[src/rtl/bitnet_pkg.sv]
// Shared types and defaults for the BitNet phase controller.
// Holds the phase FSM state enum and default sizing constants.
package bitnet_pkg;

    localparam int DEF_NUM_LAYERS    = 4;
    localparam int DEF_SETTLE_CYCLES = 2;
    localparam int SETTLE_W          = 4;

    typedef enum logic [2:0] {
        IDLE       = 3'd0,
        FWD        = 3'd1,
        FWD_SETTLE = 3'd2,
        BWD        = 3'd3,
        BWD_SETTLE = 3'd4,
        UPDATE     = 3'd5,
        DONE       = 3'd6
    } phase_state_t;

endpackage

[src/rtl/bitnet_settle_timer.sv]
// Settle countdown for the phase controller.
// Loads LOAD_VAL, counts down while enabled, flags the final cycle.
module bitnet_settle_timer
    import bitnet_pkg::*;
#(
    parameter int LOAD_VAL = DEF_SETTLE_CYCLES
) (
    input  logic clk_in,
    input  logic rst_in,
    input  logic load_in,
    input  logic en_in,
    output logic expire_out
);

    localparam logic [SETTLE_W-1:0] LOAD_V = SETTLE_W'(LOAD_VAL);
    localparam logic [SETTLE_W-1:0] ONE_V  = SETTLE_W'(1);

    logic [SETTLE_W-1:0] cnt_q;
    logic [SETTLE_W-1:0] cnt_d;

    // Counter register
    always_ff @(posedge clk_in or posedge rst_in) begin
        if (rst_in) begin
            cnt_q <= '0;
        end else begin
            cnt_q <= cnt_d;
        end
    end

    // Reload on request, otherwise count down to zero while enabled
    always_comb begin
        cnt_d = cnt_q;
        if (load_in) begin
            cnt_d = LOAD_V;
        end else if (en_in && cnt_q != '0) begin
            cnt_d = cnt_q - ONE_V;
        end
    end

    // Expire marks the last enabled cycle of the window
    always_comb begin
        expire_out = en_in && (cnt_q == ONE_V);
    end

endmodule

[src/rtl/bitnet_phase_ctrl.sv]
// Phase sequencer driving per-layer propagate strobes and oscillator.
// Define BITNET_TRAIN_EN to build backward/update phases.
module bitnet_phase_ctrl
    import bitnet_pkg::*;
#(
    parameter  int NUM_LAYERS    = DEF_NUM_LAYERS,
    parameter  int SETTLE_CYCLES = DEF_SETTLE_CYCLES,
    localparam int LW = (NUM_LAYERS > 1) ? $clog2(NUM_LAYERS) : 1
) (
    input  logic                  clk_in,
    input  logic                  rst_in,
    input  logic                  start_in,
    input  logic                  train_in,
    input  logic                  abort_in,
    output logic [NUM_LAYERS-1:0] fd_prop_out,
    output logic [NUM_LAYERS-1:0] bk_prop_out,
    output logic                  oscillator_out,
    output logic [LW-1:0]         layer_out,
    output logic                  busy_out,
    output logic                  done_out
);

`ifdef BITNET_TRAIN_EN
    localparam bit TRAIN_EN = 1'b1;
`else
    localparam bit TRAIN_EN = 1'b0;
`endif

    localparam logic [LW-1:0] LAST = LW'(NUM_LAYERS - 1);
    localparam bit            SKIP = (SETTLE_CYCLES == 0);

    phase_state_t  state_q;
    phase_state_t  state_d;
    logic [LW-1:0] layer_q;
    logic [LW-1:0] layer_d;
    logic          train_q;
    logic          train_d;
    logic          osc_q;
    logic          osc_d;

    logic          tmr_load;
    logic          tmr_en;
    logic          tmr_expire;

    bitnet_settle_timer #(
        .LOAD_VAL (SETTLE_CYCLES)
    ) u_settle (
        .clk_in     (clk_in),
        .rst_in     (rst_in),
        .load_in    (tmr_load),
        .en_in      (tmr_en),
        .expire_out (tmr_expire)
    );

    // State register and sequencing flops
    always_ff @(posedge clk_in or posedge rst_in) begin
        if (rst_in) begin
            state_q <= IDLE;
            layer_q <= '0;
            train_q <= 1'b0;
            osc_q   <= 1'b0;
        end else begin
            state_q <= state_d;
            layer_q <= layer_d;
            train_q <= train_d;
            osc_q   <= osc_d;
        end
    end

    // Next-state: walk layers up, then down when training, abort overrides
    always_comb begin
        state_d  = state_q;
        layer_d  = layer_q;
        train_d  = train_q;
        osc_d    = osc_q;
        tmr_load = 1'b0;
        tmr_en   = 1'b0;
        unique case (state_q)
            IDLE: begin
                if (start_in && !abort_in) begin
                    state_d = FWD;
                    layer_d = '0;
                    train_d = train_in & TRAIN_EN;
                end
            end
            FWD, FWD_SETTLE: begin
                if (state_q == FWD && !SKIP) begin
                    state_d  = FWD_SETTLE;
                    tmr_load = 1'b1;
                end else if (state_q == FWD || tmr_expire) begin
                    if (layer_q != LAST) begin
                        state_d = FWD;
                        layer_d = layer_q + 1'b1;
                    end else if (train_q) begin
                        state_d = BWD;
                    end else begin
                        state_d = DONE;
                    end
                end
                tmr_en = (state_q == FWD_SETTLE);
            end
            BWD, BWD_SETTLE: begin
                if (state_q == BWD && !SKIP) begin
                    state_d  = BWD_SETTLE;
                    tmr_load = 1'b1;
                end else if (state_q == BWD || tmr_expire) begin
                    if (layer_q != '0) begin
                        state_d = BWD;
                        layer_d = layer_q - 1'b1;
                    end else begin
                        state_d = UPDATE;
                    end
                end
                tmr_en = (state_q == BWD_SETTLE);
            end
            UPDATE: begin
                state_d = DONE;
                osc_d   = ~osc_q;
            end
            DONE: begin
                state_d = IDLE;
                layer_d = '0;
                train_d = 1'b0;
            end
            default: begin
                state_d = IDLE;
                layer_d = '0;
                train_d = 1'b0;
            end
        endcase
        if (abort_in && state_q != IDLE) begin
            state_d  = IDLE;
            layer_d  = '0;
            train_d  = 1'b0;
            osc_d    = osc_q;
            tmr_load = 1'b0;
            tmr_en   = 1'b0;
        end
    end

    // Moore outputs decoded from state and layer
    always_comb begin
        fd_prop_out = '0;
        bk_prop_out = '0;
        if (state_q == FWD) begin
            fd_prop_out[layer_q] = 1'b1;
        end
        if (TRAIN_EN && state_q == BWD) begin
            bk_prop_out[layer_q] = 1'b1;
        end
        oscillator_out = osc_q & TRAIN_EN;
        layer_out      = layer_q;
        busy_out       = (state_q != IDLE);
        done_out       = (state_q == DONE);
    end

endmodule

[config.mk]
export PLATFORM = sky130hd
export DESIGN_NAME = bitnet_phase_ctrl
export DESIGN_NICKNAME = d
export VERILOG_FILES = /design/src/rtl/bitnet_pkg.sv /design/src/rtl/bitnet_settle_timer.sv /design/src/rtl/bitnet_phase_ctrl.sv
export SDC_FILE = /design/constraint.sdc
export NUM_CORES = 1
export LEC_CHECK = 0
export BUFFER_PORTS_ARGS = -buffer_cell sky130_fd_sc_hd__clkbuf_2
export CAP_MARGIN = 5
export CORE_MARGIN = 2
export CORE_UTILIZATION = 50
export CTS_CLUSTER_DIAMETER = 60
export CTS_CLUSTER_SIZE = 16
export DETAILED_ROUTE_END_ITERATION = 10
export PLACE_DENSITY = 0.83
export REMOVE_ABC_BUFFERS = 1
export SYNTH_ARGS = -nofsm -noshare
export SYNTH_HDL_FRONTEND = slang
export SYNTH_SLANG_ARGS = --single-unit
[constraint.sdc]
create_clock -name clk_in -period 4.5 [get_ports clk_in]
set_input_delay 0.675 -clock clk_in [delete_from_list [all_inputs] [get_ports clk_in]]
set_output_delay 0.675 -clock clk_in [all_outputs]
set_load 0.01 [all_outputs]
==> results of run 1 <==
[stage by stage]
step	setup slack (ns)	hold WS, ns
after global routing	1.88	0.369
after detailed placement	2.27	0.515
after CTS	1.98	0.348
after floorplan	2.44	0.473
after global placement	2.34	0.492
final	2.00	0.345
[worst max path at each step]
stage               start             end  slack, ns  cells after the start
3_5_place_dp   state_q[0]  fd_prop_out[1]       2.27                      4
5_1_grt        state_q[0]  fd_prop_out[1]       1.88                      4
2_1_floorplan  state_q[0]  fd_prop_out[2]       2.44                      3
6_report       state_q[0]  fd_prop_out[1]       2.00                      4
4_1_cts        state_q[0]  fd_prop_out[1]       1.98                      4
3_3_place_gp   state_q[0]  fd_prop_out[2]       2.34                      4
[routing by layer]
metal  wire, um  track usage
met1        639        0.202
met4          0       0.0303
met2        714        0.285
met3         61       0.0449
met5          0            0
[final cells by class]
| cell class | instances | area, um^2 |
|---|---|---|
| clock buffer | 4 | 26.3 |
| tap | 16 | 20.0 |
| multi-input combinational | 65 | 479 |
| timing repair buffer | 11 | 55.1 |
| sequential | 9 | 225 |
| inverter | 8 | 30.0 |
| fill | 138 | 671 |
[synth_stat cells, types with 3 or more instances]
cell type,n,area (um^2)
sky130_fd_sc_hd__nor3_1,3,15.0
sky130_fd_sc_hd__nor4b_1,3,26.3
sky130_fd_sc_hd__dfrtp_1,9,225
sky130_fd_sc_hd__buf_2,3,15.0
sky130_fd_sc_hd__nor2_1,6,22.5
sky130_fd_sc_hd__a21oi_1,6,30.0
sky130_fd_sc_hd__or3_1,3,18.8
sky130_fd_sc_hd__o21ai_0,7,35.0
sky130_fd_sc_hd__buf_4,7,52.6
sky130_fd_sc_hd__inv_1,8,30.0
[state kept, by name (all words and copies together) (netlist names)]
name            count
u_settle.cnt_q      4
state_q             3
layer_out           2
[critical path, cell delays in order, from the launching register on]
cell,delay (ns)
sky130_fd_sc_hd__dfrtp_1,0.59
sky130_fd_sc_hd__inv_1,0.15
sky130_fd_sc_hd__or3_1,0.43
sky130_fd_sc_hd__nor3b_1,0.23
sky130_fd_sc_hd__clkbuf_2,0.17
[placed cells by master, fill, tap and decap left out, types with 2 or more instances in the layout]
cell                       instances
sky130_fd_sc_hd__dfrtp_1           9
sky130_fd_sc_hd__or3_1             3
sky130_fd_sc_hd__a211oi_1          2
sky130_fd_sc_hd__clkbuf_2         11
sky130_fd_sc_hd__nor3_1            3
sky130_fd_sc_hd__clkbuf_4          3
sky130_fd_sc_hd__a21oi_1           6
sky130_fd_sc_hd__xnor2_1           2
sky130_fd_sc_hd__o21ai_0           7
sky130_fd_sc_hd__ha_1              2
sky130_fd_sc_hd__nor4b_1           3
sky130_fd_sc_hd__and2b_1           2
sky130_fd_sc_hd__nor3b_1           2
sky130_fd_sc_hd__inv_1             8
sky130_fd_sc_hd__conb_1            5
sky130_fd_sc_hd__nand2_1           2
sky130_fd_sc_hd__nor2_1            6
sky130_fd_sc_hd__nand3_2           2
sky130_fd_sc_hd__a32o_1            2
sky130_fd_sc_hd__mux2_2            2
[cell families (layout without fill, tap and decap cells)]
kind of cell	Yosys count	after routing
AND/OR/NAND/NOR	28	28
AO/OA/AOI/OAI	23	23
buffers and inverters	21	23
flip-flops	9	9
XOR/XNOR	4	4
multiplexers	3	3
adder cells (fa/ha/maj)	2	2
other	1	5
[power by group through the flow]
stage          Clock [mW]  Sequential, mW  Combinational [mW]
2_1_floorplan           0           0.168               0.194
3_3_place_gp            0           0.179               0.237
3_5_place_dp            0           0.182               0.247
4_1_cts            0.0605           0.181               0.248
5_1_grt            0.0645           0.190               0.280
6_report           0.0586           0.181               0.246
==> results.py, run 1 <==
metrics = {
    "route": {
        "detailedRoute.firstIterationViolations": 6,
        "drtPass1Iterations": 4,
        "drt.antenna.violating_nets": 0,
        "dr_total_vias": 633,
        "avgViaCountPerCell": 5.60,
        "route.final.wire_length_mm": 1.42,
        "wl_per_cell_um": 12.5,
        "detail_route.drc_violations": 0,
    },
    "global_route": {
        "antenna_found_initial": 0,
        "via_count_of_the_first_global_routing_pass": 572,
        "grt_start_max_net_pins": 19,
        "overflow": 0,
        "total_routing_usage_reported_by_global_routing": 0.163,
        "wire_length_of_the_first_global_routing_pass_mm": 2.44,
    },
    "placed_design": {
        "dp.final_hpwl_mm": 1.05,
        "io_buffer_count": 11,
        "place_congestion": 0.758,
        "placed_cells": 109,
        "cell_area_after_placement_um2": 810,
    },
    "clock_tree": {
        "cts_tree": "yes",
        "hold_buffers": 0,
        "post_cts_buffers": 0,
        "resized_gates_after_cts": 0,
        "clkLatencyLatePin_ns": 0.25,
        "cts_max_level": 1,
        "tritoncts.num_buffers": 3,
        "cts.clk_slew.worst_paths_ns": 0.06,
        "clock_tree.buffer_depth": 2,
        "clock_sinks": 9,
        "clockRootBuffer": "sky130_fd_sc_hd__clkbuf_4",
    },
    "floorplanning": {
        "die_area_um2": 1950,
        "die_h_um": 44.1,
        "core.rowCount": 14,
        "effective_utilization_at_floorplan": 0.535,
        "io_pins": 18,
        "dieWidth_um": 44.1,
        "core-area_um2": 1510,
    },
    "synthesis": {
        "largest_family_of_logic_cells_by_synthesized_area": "simple AND/OR/NAND/NOR gates",
        "simple_gate_share_of_the_synthesized_area": 0.219,
        "synth.yosys.seq_area_share": 0.280,
        "syn_avg_cell_area_um2": 8.85,
        "count_of_flip_flops_with_a_built_in_enable_after_synthesis": 0,
        "fraction_of_synthesized_area_in_multiplexers": 0.0404,
        "synth.ff_latch_count": 9,
        "syn_area_um2": 806,
        "synth_cells": 91,
        "synth_xor_area_frac": 0.0668,
        "yosysWarnings": 0,
        "adder_cell_share_of_the_synthesized_area": 0.0311,
        "ys_dominant_reg_cell": "sky130_fd_sc_hd__dfrtp_1",
        "async_reset_ff_frac": 1.00,
        "synth_compound_gate_area_share": 0.214,
        "synthDistinctLibCells": 36,
    },
    "critical_path": {
        "regToRegSetupSlack_ns": 2.63,
        "worstSetupPathType": "flop to output port",
        "crit_required_ns": 3.83,
        "crit_path_max_fanout": 14,
        "worst_r2r_endpoint": "layer_out[0]",
        "worstPathArrival_ns": 1.82,
        "reg_to_reg_critical_path_startpoint": "state_q[1]",
        "critPathLaunchType": "flop",
        "r2r.worst_path.cells": 4,
        "end_kind": "output port",
    },
    "status": {
        "run_status": "finished clean",
    },
    "cells_and_area": {
        "antenna-diode-count": 0,
        "finalInstanceArea_um2": 836,
        "design.final.nets": 105,
        "layout-drive-gt1-share": 0.206,
        "layout.cells.non_filler": 113,
        "post-route-util": 0.555,
        "syn2layout_area_growth_pct": 3.73,
    },
    "timing": {
        "unrepaired_setup_endpoints_after_global_routing": "false",
        "tightest_slew_ns": 0.609,
        "worst_clock_skew_ns": 0.00155,
        "fmax_mhz": 401,
        "number_of_pins_exceeding_their_max_slew_limit_in_the_final_report": 0,
        "timing_hold_violations_final": 0,
        "total_negative_slack_for_setup_checks_ns": 0,
        "final_min_period_over_clock_period": 0.555,
        "slew_headroom": 0.594,
        "setup_viol": 0,
        "finalCriticalPeriod_ns": 2.50,
    },
    "power_and_ir_drop": {
        "totalPowerFinal_uw": 485,
        "power_switching_uw": 225,
        "power.switching_fraction": 0.464,
        "power_frac_seq": 0.373,
        "share_clk_of_total_power": 0.121,
        "cellPowerDensity_nw_per_um2": 581,
        "leakage_nw": 0.382,
        "cell_internal_pwr_uw": 260,
        "power.share.combinational": 0.506,
        "worst_ir_drop_vdd_v": 0.000353,
    },
    "hold_path": {
        "hold_path_class": "input pin to asynchronous set/reset pin",
    },
    "run": {
        "maxCapViolations": 0,
    },
}
No activity file was read; power rests on OpenSTA's default activity.
==> run 2, diff against run 1 <==
- CORE_UTILIZATION: 50 -> 47
- PLACE_DENSITY: 0.83 -> 0.82
- clock period: 4.5 -> 2 ns (I/O delays scaled with it)
==> run 2 against run 1 <==
Clock skew increased by 0.0048 ns. Hold slack improved by 0.16 ns. Routed wire length increased by 3.2%. First-iteration DRC count increased to 2.5 times the previous value. Final area increased by 5.5%. Setup slack got worse by 1.9 ns. Largest cell class unchanged.
==> results.py, run 2 (same netlist as run 1, synthesis figures left out) <==
metrics = {
    "placed_design": {
        "dp.final_hpwl_mm": 1.09,
        "io_buffer_count": 11,
        "preCtsSetupSlack_ns": 0.258,
        "place_congestion": 0.806,
    },
    "power_and_ir_drop": {
        "worst_ir_drop_vdd_v": 0.000840,
        "leakage_nw": 0.402,
        "cellPowerDensity_nw_per_um2": 1340,
    },
    "global_route": {
        "total_routing_usage_reported_by_global_routing": 0.164,
        "via_count_of_the_first_global_routing_pass": 589,
        "wire_length_of_the_first_global_routing_pass_mm": 2.51,
        "grt_start_max_net_pins": 19,
        "overflow": 0,
        "antenna_found_initial": 0,
    },
    "route": {
        "route.final.wire_length_mm": 1.46,
        "detail_route.drc_violations": 0,
        "avgViaCountPerCell": 5.75,
        "detailedRoute.firstIterationViolations": 15,
        "drt.antenna.violating_nets": 0,
        "drtPass1Iterations": 4,
        "dr_total_vias": 679,
        "wl_per_cell_um": 12.4,
    },
    "critical_path": {
        "crit_path_cell_trace": "or3_1 -> nor3b_1 -> clkbuf_2",
        "cpPeakStageDelay_ns": 0.50,
        "end_kind": "output port",
        "crit_required_ns": 1.70,
        "crit_path_max_fanout": 7,
        "critPathLaunchType": "flop",
        "crit_buf_inv": 1,
        "critPathSlowestCell": "sky130_fd_sc_hd__dfrtp_4",
        "worstPathArrival_ns": 1.57,
        "worstSetupPathType": "flop to output port",
        "critical-path-top-delay-family": "simple AND/OR/NAND/NOR gates",
    },
    "clock_tree": {
        "cts_tree": "yes",
        "clock_tree.buffer_depth": 2,
        "clockRootBuffer": "sky130_fd_sc_hd__clkbuf_4",
        "cts_max_level": 1,
        "clkLatencyLatePin_ns": 0.25,
        "tritoncts.num_buffers": 3,
        "clock_sinks": 9,
        "cts.clk_slew.worst_paths_ns": 0.05,
    },
    "timing": {
        "timing_hold_violations_final": 0,
        "fmax_mhz": 536,
        "final_min_period_over_clock_period": 0.933,
        "unrepaired_setup_endpoints_after_global_routing": "false",
        "worst_clock_skew_ns": 0.00636,
        "worst_hold_slack_ns": 0.508,
        "total_negative_slack_for_setup_checks_ns": 0,
        "finalCriticalPeriod_ns": 1.87,
        "setup_slack_ns": 0.133,
        "number_of_pins_exceeding_their_max_slew_limit_in_the_final_report": 0,
        "setup_viol": 0,
    },
    "cells_and_area": {
        "design.final.nets": 110,
        "area_occupied_by_multi_input_gates_um2": 479,
        "layout_common_cells": "11 x sky130_fd_sc_hd__clkbuf_2, 8 x sky130_fd_sc_hd__inv_1, 7 x sky130_fd_sc_hd__o21ai_0",
        "filler_cell_count": 138,
        "regArea_um2": 231,
        "most_common_library_cell_in_the_layout_ignoring_fill_and_taps": "sky130_fd_sc_hd__clkbuf_2",
        "flip_flop_count_of_the_largest_register_all_copies_and_words_added": 4,
        "layout-drive-gt1-share": 0.265,
        "top_register": "u_settle.cnt_q",
        "antenna-diode-count": 0,
        "syn2layout_area_growth_pct": 9.47,
        "post-route-util": 0.566,
    },
    "floorplanning": {
        "core-area_um2": 1560,
        "effective_utilization_at_floorplan": 0.517,
        "core.rowCount": 14,
        "dieWidth_um": 45.4,
        "die_h_um": 45.4,
        "io_pins": 18,
        "die_area_um2": 2060,
    },
    "run": {
        "maxCapViolations": 0,
    },
    "hold_path": {
        "hold_path_class": "input pin to flop",
    },
    "status": {
        "run_status": "finished clean",
    },
}
-- run 2: changes by cell type in the layout (fill, tap and decap cells not counted), sizes merged --
cell         previous run  this run
buf                     0         4
dlygate4sd3             0         1
-- run 2: area by class of cell --
| class | count | share of cell area |
|---|---|---|
| sequential | 9 | 0.262 |
| timing repair buffer | 16 | 0.108 |
| multi-input combinational | 65 | 0.543 |
| clock buffer | 4 | 0.0298 |
| inverter | 8 | 0.0340 |
| tap | 16 | 0.0227 |
-- run 2: report_power, final --
| group | switching (mW) | internal [mW] | total [mW] |
|---|---|---|---|
| clock | 0.0550 | 0.0763 | 0.131 |
| sequential | 0.120 | 0.248 | 0.368 |
| combinational | 0.349 | 0.329 | 0.678 |
-- run 2: routing by layer --
layer  up-vias  track usage  part of all wire  wire, um
met2        21        0.259              0.49       722
met1       322        0.216              0.45       653
met4         0       0.0412            0.0082        12
met3         2       0.0556             0.049        71
li1        334            -                 -         -
met5         -            0                 0         0
-- run 2: tightest hold or removal path, delay by kind of cell --
family	cells	cell delay (ns)
AOI/OAI and AO/OA	2	0.27
buffers and inverters	2	0.15
-- run 2: path summary, 6_finish.rpt --
| path | from | to | slack, ns | cells after the start |
|---|---|---|---|---|
| max in group asynchronous | rst_in | state_q[1] | 1.19 | 3 |
| setup reg to reg | u_settle.cnt_q[1] | layer_out[1] | 0.30 | 6 |
| min in group asynchronous | rst_in | u_settle.cnt_q[0] | 0.53 | 3 |
| setup / recovery | state_q[1] | fd_prop_out[2] | 0.13 | 3 |
| hold / removal | start_in | state_q[0] | 0.51 | 4 |
| hold reg to reg | u_settle.cnt_q[1] | u_settle.cnt_q[1] | 0.53 | 1 |
-- run 2: timing repair --
action | in CTS | in global routing
endpoints found under the hold margin | 9 | 0
buffers inserted | 0 | 2
resized for setup | 1 | 3
setup endpoints to repair | 1 | 2
hold buffers | 1 | 0
-- run 2: stage by stage --
stage	power (mW)	instance area [um^2]	instances
after floorplan	0.813	734	82
after global placement	0.977	825	111
after detailed placement	1.00	825	111
after CTS	1.15	862	116
after global routing	1.29	882	118
final	1.18	882	118
